$ cat config.mk
export PLATFORM = sky130hd
export DESIGN_NAME = btn_cmd_frontend_flat
export DESIGN_NICKNAME = d
export VERILOG_FILES = /design/src/rtl/btn_cmd_frontend_pkg.sv /design/src/rtl/btn_cmd_frontend_if.sv /design/src/rtl/btn_debounce_edge.sv /design/src/rtl/btn_cmd_frontend.sv /design/src/flat_wrapper.sv
export SDC_FILE = /design/constraint.sdc
export NUM_CORES = 1
export LEC_CHECK = 0
export ABC_AREA = 1
export CAP_MARGIN = 20
export CORE_UTILIZATION = 35
export CTS_CLUSTER_SIZE = 25
export DETAILED_ROUTE_END_ITERATION = 16
export GPL_TIMING_DRIVEN = 0
export PLACE_DENSITY = 0.48
export SETUP_SLACK_MARGIN = 0.2
export SLEW_MARGIN = 10
export SYNTH_ARGS = -nofsm -noshare
export SYNTH_HDL_FRONTEND = slang
export SYNTH_HIERARCHICAL = 1
export SYNTH_SLANG_ARGS = --single-unit
$ cat constraint.sdc
create_clock -name clk -period 1.7 [get_ports clk]
set_input_delay 0.17 -clock clk [delete_from_list [all_inputs] [get_ports clk]]
set_output_delay 0.17 -clock clk [all_outputs]
set_load 0.02 [all_outputs]
$ cat src/rtl/btn_cmd_frontend_pkg.sv
// Shared types for the button command front end: command codes, pending-FSM
// states and the shift-over-split arbitration rule.
package btn_cmd_pkg;

    typedef enum logic [1:0] {
        CMD_NONE  = 2'b00,
        CMD_SHIFT = 2'b01,
        CMD_SPLIT = 2'b10
    } cmd_e;

    typedef enum logic [1:0] {
        ST_EMPTY = 2'b00,
        ST_PEND  = 2'b01,
        ST_LOCK  = 2'b10
    } state_e;

    // Same-cycle presses resolve to shift, matching the display FSM priority.
    function automatic cmd_e arbitrate(input logic shift_press, input logic split_press);
        cmd_e cmd;
        cmd = CMD_NONE;
        if (shift_press)
            cmd = CMD_SHIFT;
        else if (split_press)
            cmd = CMD_SPLIT;
        return cmd;
    endfunction

endpackage

$ cat src/rtl/btn_cmd_frontend_if.sv
// Button/command bundle between the raw buttons + display FSM and the front end.
// master: the side that owns the buttons and busy; slave: the front end itself.
interface btn_cmd_if;
    logic shift;
    logic split;
    logic busy;
    logic shift_pulse;
    logic split_pulse;

    modport master (output shift, output split, output busy,
                    input  shift_pulse, input split_pulse);
    modport slave  (input  shift, input split, input busy,
                    output shift_pulse, output split_pulse);
endinterface

$ cat src/rtl/btn_debounce_edge.sv
// One button path: 2-FF synchronizer, reversal-restart debounce counter and
// rising-edge press detect on the debounced level.
module btn_debounce_edge #(
    parameter int DEBOUNCE_CYCLES = 1_000_000
) (
    input  logic clk,
    input  logic rst,
    input  logic btn,
    output logic level,
    output logic press
);
    localparam int CW = $clog2(DEBOUNCE_CYCLES);
    localparam logic [CW-1:0] CNT_MAX = CW'(DEBOUNCE_CYCLES - 1);

    logic          r_meta;
    logic          r_sync;
    logic          r_deb;
    logic          r_deb_d;
    logic [CW-1:0] r_cnt;

    // Two-stage synchronizer for the asynchronous raw level.
    always_ff @(posedge clk or posedge rst) begin
        if (rst) begin
            r_meta <= 1'b0;
            r_sync <= 1'b0;
        end else begin
            r_meta <= btn;
            r_sync <= r_meta;
        end
    end

    // Accept a new level only after it has differed for DEBOUNCE_CYCLES samples;
    // any agreement restarts the count, and the count tops out at CNT_MAX.
    always_ff @(posedge clk or posedge rst) begin
        if (rst) begin
            r_deb <= 1'b0;
            r_cnt <= '0;
        end else if (r_sync == r_deb) begin
            r_cnt <= '0;
        end else if (r_cnt == CNT_MAX) begin
            r_deb <= r_sync;
            r_cnt <= '0;
        end else begin
            r_cnt <= r_cnt + 1'b1;
        end
    end

    // Delayed debounced level for rising-edge detection.
    always_ff @(posedge clk or posedge rst) begin
        if (rst)
            r_deb_d <= 1'b0;
        else
            r_deb_d <= r_deb;
    end

    assign level = r_deb;
    assign press = r_deb & ~r_deb_d;

endmodule

$ cat src/rtl/btn_cmd_frontend.sv
// Button front end: debounces shift/split, arbitrates same-cycle presses and
// holds one pending command until the display FSM is idle, then emits a
// one-cycle registered pulse.
module btn_cmd_frontend
    import btn_cmd_pkg::*;
#(
    parameter int DEBOUNCE_CYCLES = 1_000_000
) (
    input  logic     clk,
    input  logic     rst,
    btn_cmd_if.slave bus
);
    logic       w_shift_press;
    logic       w_split_press;
    logic       w_shift_level;
    logic       w_split_level;
    logic [1:0] w_unused_levels;
    cmd_e       w_event;

    state_e r_state;
    cmd_e   r_pend;
    logic   r_shift_pulse;
    logic   r_split_pulse;

    btn_debounce_edge #(.DEBOUNCE_CYCLES(DEBOUNCE_CYCLES)) u_shift (
        .clk   (clk),
        .rst   (rst),
        .btn   (bus.shift),
        .level (w_shift_level),
        .press (w_shift_press)
    );

    btn_debounce_edge #(.DEBOUNCE_CYCLES(DEBOUNCE_CYCLES)) u_split (
        .clk   (clk),
        .rst   (rst),
        .btn   (bus.split),
        .level (w_split_level),
        .press (w_split_press)
    );

    // Debounced levels are not needed here; only the press events drive commands.
    assign w_unused_levels = {w_shift_level, w_split_level};

    assign w_event = arbitrate(w_shift_press, w_split_press);

    // Pending-command FSM: first command wins while waiting on busy; LOCK gives
    // the downstream busy one cycle to rise before anything else can issue.
    always_ff @(posedge clk or posedge rst) begin
        if (rst) begin
            r_state       <= ST_EMPTY;
            r_pend        <= CMD_NONE;
            r_shift_pulse <= 1'b0;
            r_split_pulse <= 1'b0;
        end else begin
            r_shift_pulse <= 1'b0;
            r_split_pulse <= 1'b0;
            case (r_state)
                ST_EMPTY: begin
                    if (w_event != CMD_NONE) begin
                        r_pend  <= w_event;
                        r_state <= ST_PEND;
                    end
                end
                ST_PEND: begin
                    if (!bus.busy) begin
                        r_shift_pulse <= (r_pend == CMD_SHIFT);
                        r_split_pulse <= (r_pend == CMD_SPLIT);
                        r_pend        <= CMD_NONE;
                        r_state       <= ST_LOCK;
                    end
                end
                ST_LOCK: begin
                    if (w_event != CMD_NONE) begin
                        r_pend  <= w_event;
                        r_state <= ST_PEND;
                    end else begin
                        r_state <= ST_EMPTY;
                    end
                end
                default: begin
                    r_pend  <= CMD_NONE;
                    r_state <= ST_EMPTY;
                end
            endcase
        end
    end

    assign bus.shift_pulse = r_shift_pulse;
    assign bus.split_pulse = r_split_pulse;

endmodule

$ cat src/flat_wrapper.sv
// flat-port wrapper written by rule: the top's interface ports become plain ports
module btn_cmd_frontend_flat import btn_cmd_pkg::*;
#(
    parameter int DEBOUNCE_CYCLES = 1_000_000
)
  (clk, rst, bus_shift, bus_split, bus_busy, bus_shift_pulse, bus_split_pulse);
  btn_cmd_if bus_i ();
  input  logic clk;
  input  logic rst;
  input wire logic [$bits(bus_i.shift)-1:0] bus_shift;
  input wire logic [$bits(bus_i.split)-1:0] bus_split;
  input wire logic [$bits(bus_i.busy)-1:0] bus_busy;
  output wire logic [$bits(bus_i.shift_pulse)-1:0] bus_shift_pulse;
  output wire logic [$bits(bus_i.split_pulse)-1:0] bus_split_pulse;
  assign bus_i.shift = bus_shift;
  assign bus_i.split = bus_split;
  assign bus_i.busy = bus_busy;
  assign bus_shift_pulse = bus_i.shift_pulse;
  assign bus_split_pulse = bus_i.split_pulse;
  btn_cmd_frontend #(.DEBOUNCE_CYCLES(DEBOUNCE_CYCLES)) u_core (.clk(clk), .rst(rst), .bus(bus_i));
endmodule
==> After elaboration in Yosys (flattened, before gate mapping) <==
Cells that the tools add are included.
W data, S select, Z words.
{ "op_classes": {"bitwise": 6, "add_sub_neg": 2, "mux": 17, "eq_ne": 11, "n_reduce_logical": 7} }
{ "op_table": {"columns": ["cell", "count"], "rows": [
  ["$mux W20", 4],
  ["$add A20 B1 Y20 const B", 2],
  ["$eq A20 B20 Y1 const B", 2],
  ["$mux W2", 6],
  ["$reduce_and A2 Y1", 4],
  ["$pmux W2 S3", 1],
  ["$mux W1", 5],
  ["$eq A2 B1 Y1 const B", 2],
  ["$eq A2 B2 Y1 const B", 2],
  ["$ne A2 B1 Y1 const B", 2],
  ["$not A1 Y1", 4],
  ["$pmux W2 S2", 1],
  ["$and A1 B1 Y1", 2],
  ["$eq A1 B1 Y1", 2],
  ["$logic_not A2 Y1", 1],
  ["$ne A2 B2 Y1 const B", 1],
  ["$reduce_bool A2 Y1", 1],
  ["$reduce_or A2 Y1", 1]
]} }
{ "word_totals": {"in_bits": 5, "elab_cells": 57, "reg_bits": 54, "out_inout_bits": 2} }

==> Longest topological paths before layout <==
Gate-level depths: netlist (run 1).
{ "logic_depth": {"ltp_word": 7, "depth_mapped": 9, "depth_no_buf": 9} }

==> By module <==
Netlist (run 1), hierarchy kept.
{ "by_module_without_submodules": {"columns": ["module", "cells_each", "n_inst", "area_each_um2", "seq_area_each_um2"], "rows": [
  ["btn_debounce_edge", 164, 2, 1297.5, 600.6],
  ["btn_cmd_frontend", 28, 1, 237.7, 150.1]
]} }

==> Least setup slack after synthesis (run 1) <==
Ideal clock, no wire load.
{ "synth_timing": {"kind": "register to register", "from": "register u_core.u_shift.r_cnt[0]", "to": "register u_core.u_shift.r_cnt[5]", "period_less_slack_ns": 1.267, "t_required_ns": 1.575, "t_arrival_ns": 1.142, "setup_time_ns": 0.125, "path_buffers": 0, "path_stages_with_launch": 7, "setup_slack_ns": 0.433, "cell_sequence": "dfrtp_1 -> ha_1 -> nand3_1 -> nor2_2 -> nand3_1 -> nand2_1 -> nor2_1"} }
{ "synth_via": {"elab_chain_len": 3, "word_cells_on_any_way": 4, "classes_between": "add/sub (1); eq/ne (1); mux (2)"} }
{ "synth_rtl": {"columns": ["item", "line_no", "source"], "rows": [
  ["from (decl)", "btn_debounce_edge.sv:19", "logic [CW-1:0] r_cnt;"],
  ["from (signal assigned)", "btn_debounce_edge.sv:44", "r_cnt <= r_cnt + 1'b1;"],
  ["$add A20 B1 Y20 or $eq A20 B20 Y1 (tied branches)", "btn_debounce_edge.sv:44, btn_debounce_edge.sv:40", null],
  ["$mux W20 *", "btn_debounce_edge.sv:40", "end else if (r_cnt == CNT_MAX) begin"],
  ["$mux W20 *", "btn_debounce_edge.sv:38", "end else if (r_sync == r_deb) begin"]
]} }
Mark *: on every way between the ends. The rest lies on a longest branch, timed or not.
A chain may end at the register's enable or synchronous reset.

==> Final worst setup path (run 1) <==
{ "layout_timing": {"from": "register u_core.r_shift_pulse, in the netlist u_core/bus.shift_pulse", "to": "output bus_shift_pulse"} }
{ "layout_lines": {"columns": ["item", "line_no", "source"], "rows": [
  ["from (decl)", "btn_cmd_frontend.sv:22", "logic r_shift_pulse;"],
  ["from (signal assigned)", "btn_cmd_frontend.sv:66", "r_shift_pulse <= (r_pend == CMD_SHIFT);"],
  ["to (decl)", "flat_wrapper.sv:13", "output wire logic [$bits(bus_i.shift_pulse)-1:0] bus_shift_pulse;"]
]} }
No word-level cell between the ends.

==> flow_summary.toml, run 1 <==
[die]
fp-row-count = 32
fp.dieH_um = 91.97
die_x_um = 91.97
io-pin-count = 7
coreArea_mm2 = 0.007767
start_util = 0.3647
die_area_mm2 = 0.008458

[detailed_routing]
vias_per_cell = 4.597
avgRoutedWirePerCell_um = 11.90
routed_wirelength_um = 5677
antenna_left = 0
drcViolationCount = 0
drtIter0Drc = 83
vias = 2193
firstDrtPassIters = 4

[cts]
clk_pin_slew_ns = 0.11
cts_sinks = 54
cts_tree = "built"
cts_root_buf = "clkbuf_8"
holdBufCountCts = 0
cts_made_buffers = 5
clockBufferDepth = 2
clkLatencyLatePin_ns = 0.31
h-tree-depth = 2

[timing]
hold_ws_ns = 0.1305
grt_setup_unrepaired = "no"
fmax_mhz = 708.4
max-slew-margin-rel = 0.3925
worst_slew_pin_slew_ns = 0.9103
fin_crit_ns = 1.412
setup_viol = 0
fin_skew_ns = 0.01313
tns_ns = 0
period_share = 0.8304
hold_viol = 0
drv_slew = 0

[pwr]
swShare = 0.2424
p_switching_mw = 0.5220
p_int_mw = 1.631
clkPwrFrac = 0.344
p_comb_frac = 0.045
power-per-cell-area_mw_per_mm2 = 668.7
ir_drop_uv = 335.0
seqPwrFrac = 0.611
leakagePower_nw = 1.359

[critical_path]
crit_arrival_ns = 1.24
r2r-end = "u_core/u_split/r_cnt[5]"
crit_path_start = "u_core/bus.shift_pulse"
crit_required_ns = 1.53
critPathLaunchType = "flip-flop"
path_buf_inv = 1
endpoint_kind = "output port"
crit_cells = 1
worstSetupPathType = "flip-flop to output port"
r2r_setup_slack_ns = 0.32
endpoint = "bus_shift_pulse"
cpLargestDelayFamily = "buffers and inverters"
worst_path_max_delay_cell = "clkdlybuf4s50_1"
rr_worst_depth = 6
path_cells = "clkdlybuf4s50_1"
timing.rr.start = "u_core/u_split/r_cnt[0]"
slowest_delay_ns = 0.59
worst-path-max-fanout = 1

[finish]
area_growth_pct = 13.69
layout_commonest_cell = "nor2_1"
drive_gt1_frac = 0.1600
final_util = 0.4146
fin_nets = 381
layout_common_cells = "81 x nor2_1, 59 x nand2_1, 54 x dfrtp_1"
antennaDiodeCount = 0
post-route-cell-area_mm2 = 0.003221
final_cells = 477

[status]
status = "complete, no violations"

[flow_run]
maxCapViolCount = 0

[global_route]
antenna_found_initial = 0
use_met1 = 0.2024
grt_util_met2 = 0.2500
grt-ovfl-total = 0
grtUsageMet3 = 0.02736
grt_pass1_vias = 2206
grt_pass1_wl_um = 10180
grt_max_degree = 25
grt_use_total = 0.1517
grt_busiest_layer = "met2"

[placed_design]
dpl-instance-area_mm2 = 0.003020
post-dp-hpwl_um = 4158
port_buffers = 6
place_congestion = 0.8020
dp_cells = 464

[synth]
ys_warn_count = 6
yosysTopAreaCell = "dfrtp_1"
synth.top_cells.by_area = "dfrtp_1 48%, nor2_1 11%, nand2_1 8.1%"
yosysUniqueCellTypes = 23
yosys_register_bits = 54
synth_top_cell_area_share = 0.4770
avgSynthCellArea_um2 = 7.957
syn_nets = 363
seq_area_frac_synth = 0.4770
synth_area_mm2 = 0.002833
syn_inst = 356

[worst_hold_path]
hold_class = "input pin to async pin"
==> area by class of cell <==
cell class,instances,area [µm²]
timing repair buffer,11,105.1
clock inverter,3,23.77
fill,816,4547
tap,102,127.6
multi-input combinational,262,1394
inverter,40,150.1
clock buffer,5,68.82
sequential,54,1351
==> cell families after synthesis <==
group	after synthesis	share of synthesized area
AND/OR/NAND/NOR	225	0.3675
flip-flops	54	0.4770
buffers and inverters	40	0.05301
XOR/XNOR	20	0.06714
AO/OA/AOI/OAI	15	0.02650
adder cells (fa/ha/maj)	2	0.008833
==> metal layers <==
| metal | wire, µm | up-vias | share of wire |
|---|---|---|---|
| met5 | 0 | - | 0 |
| met4 | 76 | 0 | 0.013 |
| met3 | 147 | 6 | 0.026 |
| met1 | 2792 | 1016 | 0.49 |
| li1 | - | 1146 | - |
| met2 | 2660 | 25 | 0.47 |
==> what timing repair did <==
action	CTS	global route
setup endpoints to repair	17	26
resized for setup	3	12
pin swaps	0	3
buffers inserted	0	4
==> power by group through the flow <==
stage	logic (mW)	registers (mW)	clock network, mW
5_1_grt	0.114	1.32	0.827
6_report	0.0975	1.32	0.740
4_1_cts	0.0909	1.32	0.781
3_5_place_dp	0.0900	1.34	0
2_1_floorplan	0.0596	1.34	0
3_3_place_gp	0.0898	1.34	0
==> through the flow <==
step                      setup WS, ns  power [mW]
after detailed placement        0.1372       1.432
after global routing            0.1871       2.260
after global placement         0.09725       1.431
after floorplan                 0.4327       1.398
after CTS                       0.1815       2.188
final                           0.2883       2.153
==> worst min path at each step <==
| stage | startpoint | endpoint | slack [ns] | cells past startpoint |
|---|---|---|---|---|
| after global placement | u_core/u_split/r_meta | u_core/u_split/r_sync | 0.33 | 0 |
| final | rst | u_core/bus.shift_pulse | 0.13 | 2 |
| after CTS | rst | u_core/r_state[1] | 0.13 | 2 |
| after floorplan | rst | u_core/bus.shift_pulse | -0.04 | 1 |
| after detailed placement | u_core/u_shift/r_meta | u_core/u_shift/r_sync | 0.34 | 0 |
| after global routing | rst | u_core/r_state[0] | 0.14 | 2 |
==> sequential cells by signal (all words and copies together), names as in the netlist <==
signal / flops
u_core/u_shift/level: 1
u_core/u_shift/r_sync: 1
u_core/bus.shift_pulse: 1
u_core/u_split/r_deb_d: 1
u_core/u_shift/r_deb_d: 1
u_core/u_split/r_cnt: 20
u_core/r_state: 2
u_core/bus.split_pulse: 1
u_core/u_shift/r_cnt: 20
u_core/u_shift/r_meta: 1
u_core/u_split/level: 1
u_core/r_pend: 2
u_core/u_split/r_sync: 1
u_core/u_split/r_meta: 1
==> cells in the mapped netlist <==
master    count
o21ai_1       4
dfrtp_1      54
nand3_1      26
nand4_1       8
ha_1          2
inv_1        38
nand2_1      61
xor2_2        2
nand3b_1      2
nor2_1       83
xor2_1       14
a21oi_1       6
nor2_4        2
or2_1         2
nor3b_2       2
inv_2         2
nor3b_1       2
xnor2_1       4
o21ai_0       5
nor3_1        7
nand3_2       2
nor2_2       18
nand2_2      10
(Power assumes the default switching activity.)
==> inputs of run 2 (changes only) <==
==> constraint.sdc (replaced) <==
create_clock -name clk -period 1.3 [get_ports clk]
set_input_delay 0.13 -clock clk [delete_from_list [all_inputs] [get_ports clk]]
set_output_delay 0.13 -clock clk [all_outputs]
set_load 0.02 [all_outputs]
==> run 2 against run 1 <==
Against the previous run: the flow now finishes with violations (negative setup slack); combinational power is 120% higher; sequential share of layout area is 7.5 points lower; sequential cell count stayed put; cell area is 23% higher; total power is 39% higher; die area stayed put; register-to-register slack worse by 0.38 ns; first-iteration DRC count is 22% lower; core utilization is 9.4 points higher; clock power is 41% higher; critical endpoint is now u_core/u_shift/r_cnt[6]; largest cell class unchanged; largest power group unchanged.
==> flow_summary.toml, run 2 (same netlist as run 1, synthesis figures left out) <==
[finish]
final_cells = 511
reg_top3 = "u_core/u_shift/r_cnt (20), u_core/u_split/r_cnt (20)"
drive_gt1_frac = 0.4156
area_growth_pct = 39.53
post-route-cell-area_mm2 = 0.003953
layout_common_cells = "59 x nor2_1, 48 x nand2_1, 47 x dfrtp_1"
fin_nets = 415
antennaDiodeCount = 0
layout_commonest_cell = "nor2_1"
final_util = 0.5089
fillCellCount = 757

[placed_design]
place_congestion = 0.8086
port_buffers = 6
dp_cells = 464
dpl-instance-area_mm2 = 0.003060
post-dp-hpwl_um = 4277

[status]
status = "finished, violations left"
violations = "negative setup slack"

[critical_path]
crit_arrival_ns = 1.57
worst-path-max-fanout = 4
endpoint_kind = "flip-flop"
critPathLaunchType = "flip-flop"
worst_path_max_delay_cell = "dfrtp_1"
path_cells = "ha_4, nand3_4, nor2_4, buf_4, xnor2_1, nor2_2"
crit_required_ns = 1.50
worstSetupPathType = "flip-flop to flip-flop"
r2r_setup_slack_ns = -0.06
slowest_delay_ns = 0.42

[timing]
final.setup.worst_slack_ns = -0.06491
fmax_mhz = 732.6
hold_ws_ns = 0.1872
fin_skew_ns = 0.01344
drv_slew = 0
grt_setup_unrepaired = "yes"
setup_viol = 22
fin_crit_ns = 1.365
worst_slew_pin_slew_ns = 0.5311
hold_viol = 0
period_share = 1.050
max-slew-margin-rel = 0.6452

[pwr]
finalPower_mw = 2.985
leakagePower_nw = 1.667
ir_drop_uv = 383.5
power-per-cell-area_mw_per_mm2 = 755.2

[cts]
h-tree-depth = 2
cts_tree = "built"
clk_pin_slew_ns = 0.10
holdBufCountCts = 0
cts_made_buffers = 5
cts_root_buf = "clkbuf_8"
clkLatencyLatePin_ns = 0.32
clockBufferDepth = 2
cts_sinks = 54

[detailed_routing]
vias_per_cell = 4.722
drcViolationCount = 0
vias = 2413
routed_wirelength_um = 6589
firstDrtPassIters = 4
drtIter0Drc = 65
avgRoutedWirePerCell_um = 12.89
antenna_left = 0

[die]
fp-row-count = 32
io-pin-count = 7
die_x_um = 91.97
die_area_mm2 = 0.008458
start_util = 0.3647
coreArea_mm2 = 0.007767
fp.dieH_um = 91.97

[flow_run]
maxCapViolCount = 0

[global_route]
grt_use_total = 0.1710
grt-ovfl-total = 0
grt_pass1_vias = 2517
grt_max_degree = 25
grt_pass1_wl_um = 11440
antenna_found_initial = 0

[worst_hold_path]
hold_class = "input pin to async pin"
-- run 2: per-stage QoR --
stage          setup TNS, ns  setup WS [ns]
5_1_grt               -3.072        -0.1342
6_report             -0.8944       -0.06491
3_5_place_dp          -7.937        -0.1526
4_1_cts             -0.05253       -0.01863
3_3_place_gp          -7.859        -0.1666
2_1_floorplan              0        0.07090
-- run 2: path summary, 6_finish.rpt --
kind / from / end / cells past startpoint
worst max-delay path: u_core/u_shift/r_cnt[0] / u_core/u_shift/r_cnt[6] / 6
worst min-delay path: rst / u_core/r_pend[0] / 2
worst max register to register: u_core/u_shift/r_cnt[0] / u_core/u_shift/r_cnt[6] / 6
worst min register to register: u_core/u_split/r_meta / u_core/u_split/r_sync / 0
max in group asynchronous: rst / u_core/u_shift/r_cnt[8] / 2
min in group clk: bus_shift / u_core/u_shift/r_meta / 1
-- run 2: worst max-delay path, delay by kind of cell (launching register included) --
kind | cells | cell delay (ns)
flops | 1 | 0.42
buf+inv | 1 | 0.15
fa+ha+maj | 1 | 0.19
simple gates | 3 | 0.36
xor+xnor | 1 | 0.12
-- run 2: where the power goes --
group / leakage, nW / switching [mW] / total (mW) / internal, mW
logic: 0.891 / 0.125 / 0.213 / 0.0885
registers: 0.728 / 0.0262 / 1.73 / 1.70
clock network: 0.0478 / 0.601 / 1.04 / 0.440
-- run 2: layout make-up --
cell class              count  area [µm²]  share of cell area
inverters                  40       175.2             0.04432
repair buffers             45       381.6             0.09655
well taps                 102       127.6             0.03229
clock buffers               6       82.58             0.02089
flip-flops and latches     54        1360              0.3441
clock inverters             2       16.27            0.004115
multi-input cells         262        1809              0.4577
-- run 2: timing repair --
action / 4_1_cts / 5_1_grt
resized for setup: 80 / 59
pin swaps: 29 / 39
buffers inserted: 31 / 8
endpoints found under the setup margin: 44 / 45
-- run 2: metal layers --
layer	track usage	routed length [µm]	vias to the layer above
met4	0.06771	125	0
met2	0.2910	3261	19
li1	-	-	1217
met3	0.03068	132	12
met5	0	0	-
met1	0.2142	3070	1165
